`src/rtl/fetch_ctrl_pkg.sv`:
```
// rtl/fetch_ctrl_pkg.sv - shared types and constants for the IF-stage fetch controller
package fetch_ctrl_pkg;

    localparam logic TRUE  = 1'b1;
    localparam logic FALSE = 1'b0;

    localparam logic [31:0] FC_NOP_INST = 32'h47FF041F;

    typedef enum logic {
        FC_FETCH   = 1'b0,
        FC_BR_WAIT = 1'b1
    } fc_state_t;

    typedef enum logic [1:0] {
        PC_HOLD = 2'd0,
        PC_INC  = 2'd1,
        PC_LOAD = 2'd2
    } pc_sel_t;

endpackage

```
`src/rtl/fetch_pc_reg.sv`:
```
// rtl/fetch_pc_reg.sv - program counter register with reset / +4 / target / hold selection
module fetch_pc_reg
    import fetch_ctrl_pkg::*;
#(
    parameter int              PC_W     = 64,
    parameter logic [PC_W-1:0] RESET_PC = '0
) (
    input  logic            clk,
    input  logic            rst,
    input  pc_sel_t         sel,
    input  logic [PC_W-1:0] target,
    output logic [PC_W-1:0] pc,
    output logic [PC_W-1:0] pc_plus4
);

    assign pc_plus4 = pc + PC_W'(4);

    // Branch targets are word aligned; the low two bits are discarded on load.
    always_ff @(posedge clk) begin
        if (rst) begin
            pc <= RESET_PC;
        end else begin
            case (sel)
                PC_INC:  pc <= pc_plus4;
                PC_LOAD: pc <= target & ~PC_W'(3);
                default: pc <= pc;
            endcase
        end
    end

endmodule

```
`src/rtl/fetch_ctrl.sv`:
```
// rtl/fetch_ctrl.sv - IF-stage fetch controller; optional bubble counter under FETCH_BUBBLE_CNT_EN
module fetch_ctrl
    import fetch_ctrl_pkg::*;
#(
    parameter int              PC_W       = 64,
    parameter logic [PC_W-1:0] RESET_PC   = '0,
    parameter logic [31:0]     NOP_INST   = FC_NOP_INST,
    parameter int              BR_TIMEOUT = 8
) (
    input  logic            clk,
    input  logic            rst,
    input  logic            ST_if_id_en,
    input  logic            ST_br_stall,
    input  logic            EX_br_valid,
    input  logic            EX_br_taken,
    input  logic [PC_W-1:0] EX_br_target,
    output logic            Imem_req,
    output logic [PC_W-1:0] Imem_addr,
    input  logic            Imem_valid,
    input  logic [31:0]     Imem_data,
    output logic [31:0]     IF_inst,
    output logic [PC_W-1:0] IF_npc,
    output logic            IF_valid,
    output logic            FC_br_timeout,
    output logic [31:0]     FC_bubble_cnt
);

    localparam int              CNT_W    = $clog2(BR_TIMEOUT);
    localparam logic [CNT_W-1:0] CNT_LAST = CNT_W'(BR_TIMEOUT - 1);

    fc_state_t        state, state_nxt;
    logic [CNT_W-1:0] wait_cnt, wait_cnt_nxt;
    logic [PC_W-1:0]  pc, pc_plus4;
    pc_sel_t          pc_sel;
    logic             accept, bubble, timeout_set;

    fetch_pc_reg #(
        .PC_W     (PC_W),
        .RESET_PC (RESET_PC)
    ) u_pc (
        .clk      (clk),
        .rst      (rst),
        .sel      (pc_sel),
        .target   (EX_br_target),
        .pc       (pc),
        .pc_plus4 (pc_plus4)
    );

    assign Imem_addr = pc;

    always_comb begin
        state_nxt    = state;
        wait_cnt_nxt = wait_cnt;
        pc_sel       = PC_HOLD;
        Imem_req     = FALSE;
        accept       = FALSE;
        bubble       = FALSE;
        timeout_set  = FALSE;
        case (state)
            FC_FETCH: begin
                Imem_req = !ST_br_stall;
                accept   = Imem_valid && ST_if_id_en && !ST_br_stall;
                bubble   = ST_if_id_en && !accept;
                if (accept)
                    pc_sel = PC_INC;
                if (ST_br_stall) begin
                    state_nxt    = FC_BR_WAIT;
                    wait_cnt_nxt = '0;
                end
            end
            FC_BR_WAIT: begin
                bubble       = ST_if_id_en;
                wait_cnt_nxt = wait_cnt + CNT_W'(1);
                // A resolution arriving on the last wait cycle beats the timeout.
                if (EX_br_valid) begin
                    state_nxt = FC_FETCH;
                    if (EX_br_taken)
                        pc_sel = PC_LOAD;
                end else if (wait_cnt == CNT_LAST) begin
                    state_nxt   = FC_FETCH;
                    timeout_set = TRUE;
                end
            end
            default: state_nxt = FC_FETCH;
        endcase
    end

    always_ff @(posedge clk) begin
        if (rst) begin
            state         <= FC_FETCH;
            wait_cnt      <= '0;
            IF_inst       <= NOP_INST;
            IF_npc        <= '0;
            IF_valid      <= FALSE;
            FC_br_timeout <= FALSE;
        end else begin
            state    <= state_nxt;
            wait_cnt <= wait_cnt_nxt;
            if (timeout_set)
                FC_br_timeout <= TRUE;
            if (accept) begin
                IF_inst  <= Imem_data;
                IF_npc   <= pc_plus4;
                IF_valid <= TRUE;
            end else if (bubble) begin
                IF_inst  <= NOP_INST;
                IF_valid <= FALSE;
            end
        end
    end

`ifdef FETCH_BUBBLE_CNT_EN
    logic [31:0] bubble_cnt;

    always_ff @(posedge clk) begin
        if (rst)
            bubble_cnt <= '0;
        else if (bubble && bubble_cnt != '1)
            bubble_cnt <= bubble_cnt + 32'd1;
    end

    assign FC_bubble_cnt = bubble_cnt;
`else
    assign FC_bubble_cnt = '0;
`endif

endmodule
```
`config.mk`:
```
export PLATFORM = sky130hd
export DESIGN_NAME = fetch_ctrl
export DESIGN_NICKNAME = d
export VERILOG_FILES = /design/src/rtl/fetch_ctrl_pkg.sv /design/src/rtl/fetch_pc_reg.sv /design/src/rtl/fetch_ctrl.sv
export SDC_FILE = /design/constraint.sdc
export NUM_CORES = 1
export LEC_CHECK = 0
export CORE_MARGIN = 3
export CORE_UTILIZATION = 48
export CTS_BUF_LIST = sky130_fd_sc_hd__clkbuf_4 sky130_fd_sc_hd__clkbuf_8
export CTS_CLUSTER_DIAMETER = 40
export DETAILED_ROUTE_END_ITERATION = 10
export GPL_ROUTABILITY_DRIVEN = 0
export HOLD_SLACK_MARGIN = 0.15
export PLACE_DENSITY = 0.85
export RECOVER_POWER = 100
export SYNTH_ARGS = -nofsm -noshare
export SYNTH_HDL_FRONTEND = slang
export SYNTH_SLANG_ARGS = --single-unit
```
`constraint.sdc`:
```
create_clock -name clk -period 7.7 [get_ports clk]
set_clock_uncertainty 0.1 [all_clocks]
set_input_delay 1.155 -clock clk [delete_from_list [all_inputs] [get_ports clk]]
set_output_delay 1.155 -clock clk [all_outputs]
set_load 0.02 [all_outputs]
```
==> summary.txt <==
Worst setup path
  – Max incr delay on CP: 1.15 ns
  – Crit-path most repeated cell: nor2_1
  – Buffers and inverters on the worst path: 2
  – CP top delay family: simple AND/OR/NAND/NOR gates
  – Critical-path top delay cell: or2_0
  – R2R cell count: 8
  – Critical Path Start: ST_br_stall
  – CP Depth: 9
  – Critical Path RT: 7.94 ns
  – Worst setup EP type: register
  – CP startpoint kind: input port
  – Worst R2R End: u_pc.pc[11]$_SDFFE_PP0P_
  – Crit path kind: in -> reg
  – Arrival @ worst endpoint: 5.87 ns
  – Reg2reg start: state$_SDFF_PP0_
  – Critical Path Sink: u_pc.pc[44]$_SDFFE_PP0P_
  – Critical Path, Cell by Cell: dlygate4sd3_1 > nor2_1 > and3_4 > inv_1 > ha_4 > or2_0 > nor2_1 > mux2i_1 > a21oi_1
  – Register-to-register setup slack: 2.91 ns
  – Crit path max fanout: 88

Synthesis
  – Count of cell types in the netlist: 60
  – Top cell type by total area after synthesis: dfxtp_1
  – Largest family of logic cells by synthesized area: simple AND/OR/NAND/NOR gates
  – Post-synth top cells: dfxtp_1 (162), nor2_1 (116), a21oi_1 (102)
  – YS warnings: 0
  – Proportion of synthesized area in mux cells: 1.07%
  – Seq/Total Area, Yosys: 38.5%
  – Share of the synthesized area in the top cell type: 38.5%
  – Most numerous cell in the Yosys netlist: dfxtp_1
  – Simple-gate portion of the synthesized area: 24.4%
  – Ranking of synthesized cells by area: dfxtp_1 (38%), a21oi_1 (6.1%), nor2_1 (5.2%)
  – Post-Synth Adder-Cell Area: 0.594%
  – Post-Synthesis Cell Area: 8430 sq um
  – Main synth FF type: dfxtp_1
  – Syn avg cell area: 7.99 sq um
  – Number of synthesized flops with an enable pin: 0
  – Synth Area in Compound Gates: 21.5%
  – Async SR Flop Fraction: 0%
  – FF+latch count, synth: 162
  – Xor/xnor share of the synthesized area: 6.24%
  – Cells after Synth: 1055

Pwr
  – PwrDens: 160 nW/um^2
  – Pleak: 4.17 nW
  – Worst vdd ir: 0.107 mV

Detailed routing
  – Final ANT Viol Nets: 0
  – TritonRoute pass-1 iters: 5
  – Residual DRC count: 0
  – Via density: 5.78
  – Post-Route WL: 27300 microns
  – Violation count after the first detailed-route iteration: 779
  – Vias: 8607
  – Wire per inst: 18.3 microns

STA
  – Slew @ Worst Pin: 3.12 ns
  – Max_slew headroom: -108%
  – Final setup violation count: 0
  – RSZ-0062 raised after global routing: no
  – Final max-slew violation count: 189
  – Hold Vio Cnt, Final: 0
  – Fin crit share: 73.0%
  – Setup TNS: 0 ns
  – F_max: 178 MHz
  – Post-layout minimum cycle time: 5.62 ns

Cells and area
  – Area growth, synth to finish: 33.7%
  – Design Area, Final: 11300 sq um
  – Multi-input logic area: 4670 sq um
  – Reg area: 3240 sq um
  – Nets: 1362
  – Share of post-route cells with drive strength above 1: 5.52%
  – # fillers: 1421
  – Inserted Diodes: 0

Die
  – Starting density of the core: 49.9%
  – Die area: 19200 sq um
  – Die height: 139 microns
  – Die Width: 139 microns
  – Row cnt: 47
  – I/O Pins: 298
  – Core ar.: 16900 sq um

Clock network
  – Post-CTS resize count: 0
  – CTS tree: yes
  – Clock slew at reported path FFs: 0.09 ns
  – Sink Count: 162
  – H-tree levels: 4
  – Clock latency at the later pin of the worst-skew pair: 0.47 ns
  – Post CTS Setup Buffer Count: 0
  – CTS max path bufs: 2
  – Post-CTS Hold Buffers: 0
  – Root Buffer: clkbuf_8
  – CTS Buf Count: 17

Global route
  – Largest net degree at the start of global routing: 89
  – All-layer global routing usage: 27.2%
  – GR Overflow Total: 0
  – Vias in the first global route: 8133
  – First-pass GRT wire length: 43200 microns
  – Initial antenna violation count: 0

Hold path
  – Hold Path Class: reg -> reg
  – Hold_sp: IF_npc[3]$_SDFFE_PP0N_

Outcome
  – Failing checks: max-capacitance violations, max-slew violations
  – Status: complete, but fails checks

Placement
  – Dpl cell area: 10900 sq um
  – Port Buffers: 259
  – Detailed placement HPWL: 19000 microns

Run
  – Number of max-cap violations: 3
worst register-to-register path: cells and delay by family, from the launching register on:
family                     cells  cell delay (ns)
adders and majority gates      1             0.73
buffers and inverters          2             2.12
AOI/OAI and AO/OA              2             0.37
DFF                            1             0.50
and+or+nand+nor                3             0.87
final cells by class:
class                      instances  area share, %
inverter                          11          0.366
sequential                       162           28.8
timing repair buffer             266           23.3
clock buffer                      19           2.32
multi-input combinational        797           41.5
tap                              220           2.44
clock inverter                    13           1.30
sequential cells by signal, summed over array words and instances (netlist names):
name / flops
wait_cnt: 3
state: 1
u_pc.pc: 62
IF_inst: 32
FC_br_timeout: 1
IF_npc: 62
IF_valid: 1
cells by family after synthesis:
| kind of cell | count (synthesis) |
|---|---|
| flops | 162 |
| buf+inv | 131 |
| compound gates | 298 |
| fa+ha+maj | 4 |
| xor+xnor | 60 |
| other cells | 1 |
| simple gates | 390 |
| mux | 9 |
stage by stage:
stage | setup slack (ns) | utilization, % | cells | total power [W] | hold slack (ns)
after floorplan | 3.52 | - | 1090 | 0.00105 | 0.395
after global placement | 2.32 | 64.5 | 1456 | 0.00116 | 0.348
after detailed placement | 2.27 | 64.5 | 1456 | 0.00117 | 0.357
after CTS | 2.77 | 66.9 | 1488 | 0.00181 | 0.370
after global routing | 1.68 | 66.8 | 1488 | 0.00186 | 0.390
final | 2.08 | 66.8 | 1488 | 0.00180 | 0.367
cell usage in the layout, fill, tap and decap left out, types with 35 or more instances in the layout:
cell | Yosys | layout
dfxtp_1 | 162 | 162
dlygate4sd3_1 | 0 | 160
nor2_1 | 116 | 116
a21oi_1 | 102 | 102
clkdlybuf4s50_1 | 0 | 98
nand2_1 | 77 | 77
o21ai_0 | 63 | 63
xnor2_1 | 40 | 40
conb_1 | 1 | 36
nand3_1 | 35 | 35
power by group:
part | internal [W] | switching [W]
clock | 0.000310 | 0.000349
combinational | 0.000112 | 0.000141
sequential | 0.000863 | 0.0000237
how the worst min path moves through the flow:
stage	end	slack, ns	depth (start not counted)
floorplan	wait_cnt[0]$_SDFFE_PP0N_	0.40	2
global placement	IF_npc[3]$_SDFFE_PP0N_	0.35	2
detailed placement	IF_npc[3]$_SDFFE_PP0N_	0.36	2
CTS	IF_npc[3]$_SDFFE_PP0N_	0.37	2
global route	IF_npc[3]$_SDFFE_PP0N_	0.39	2
finish	IF_npc[3]$_SDFFE_PP0N_	0.37	2
per-layer routing:
| metal | routed length (microns) | vias up | GRT usage (%) |
|---|---|---|---|
| li1 | - | 4096 | - |
| met4 | 440 | 0 | 7.12 |
| met3 | 2570 | 48 | 8.49 |
| met2 | 13100 | 404 | 46.0 |
| met5 | 0 | - | 0 |
| met1 | 11100 | 4059 | 33.9 |
Power figures use the tool's default switching activity.
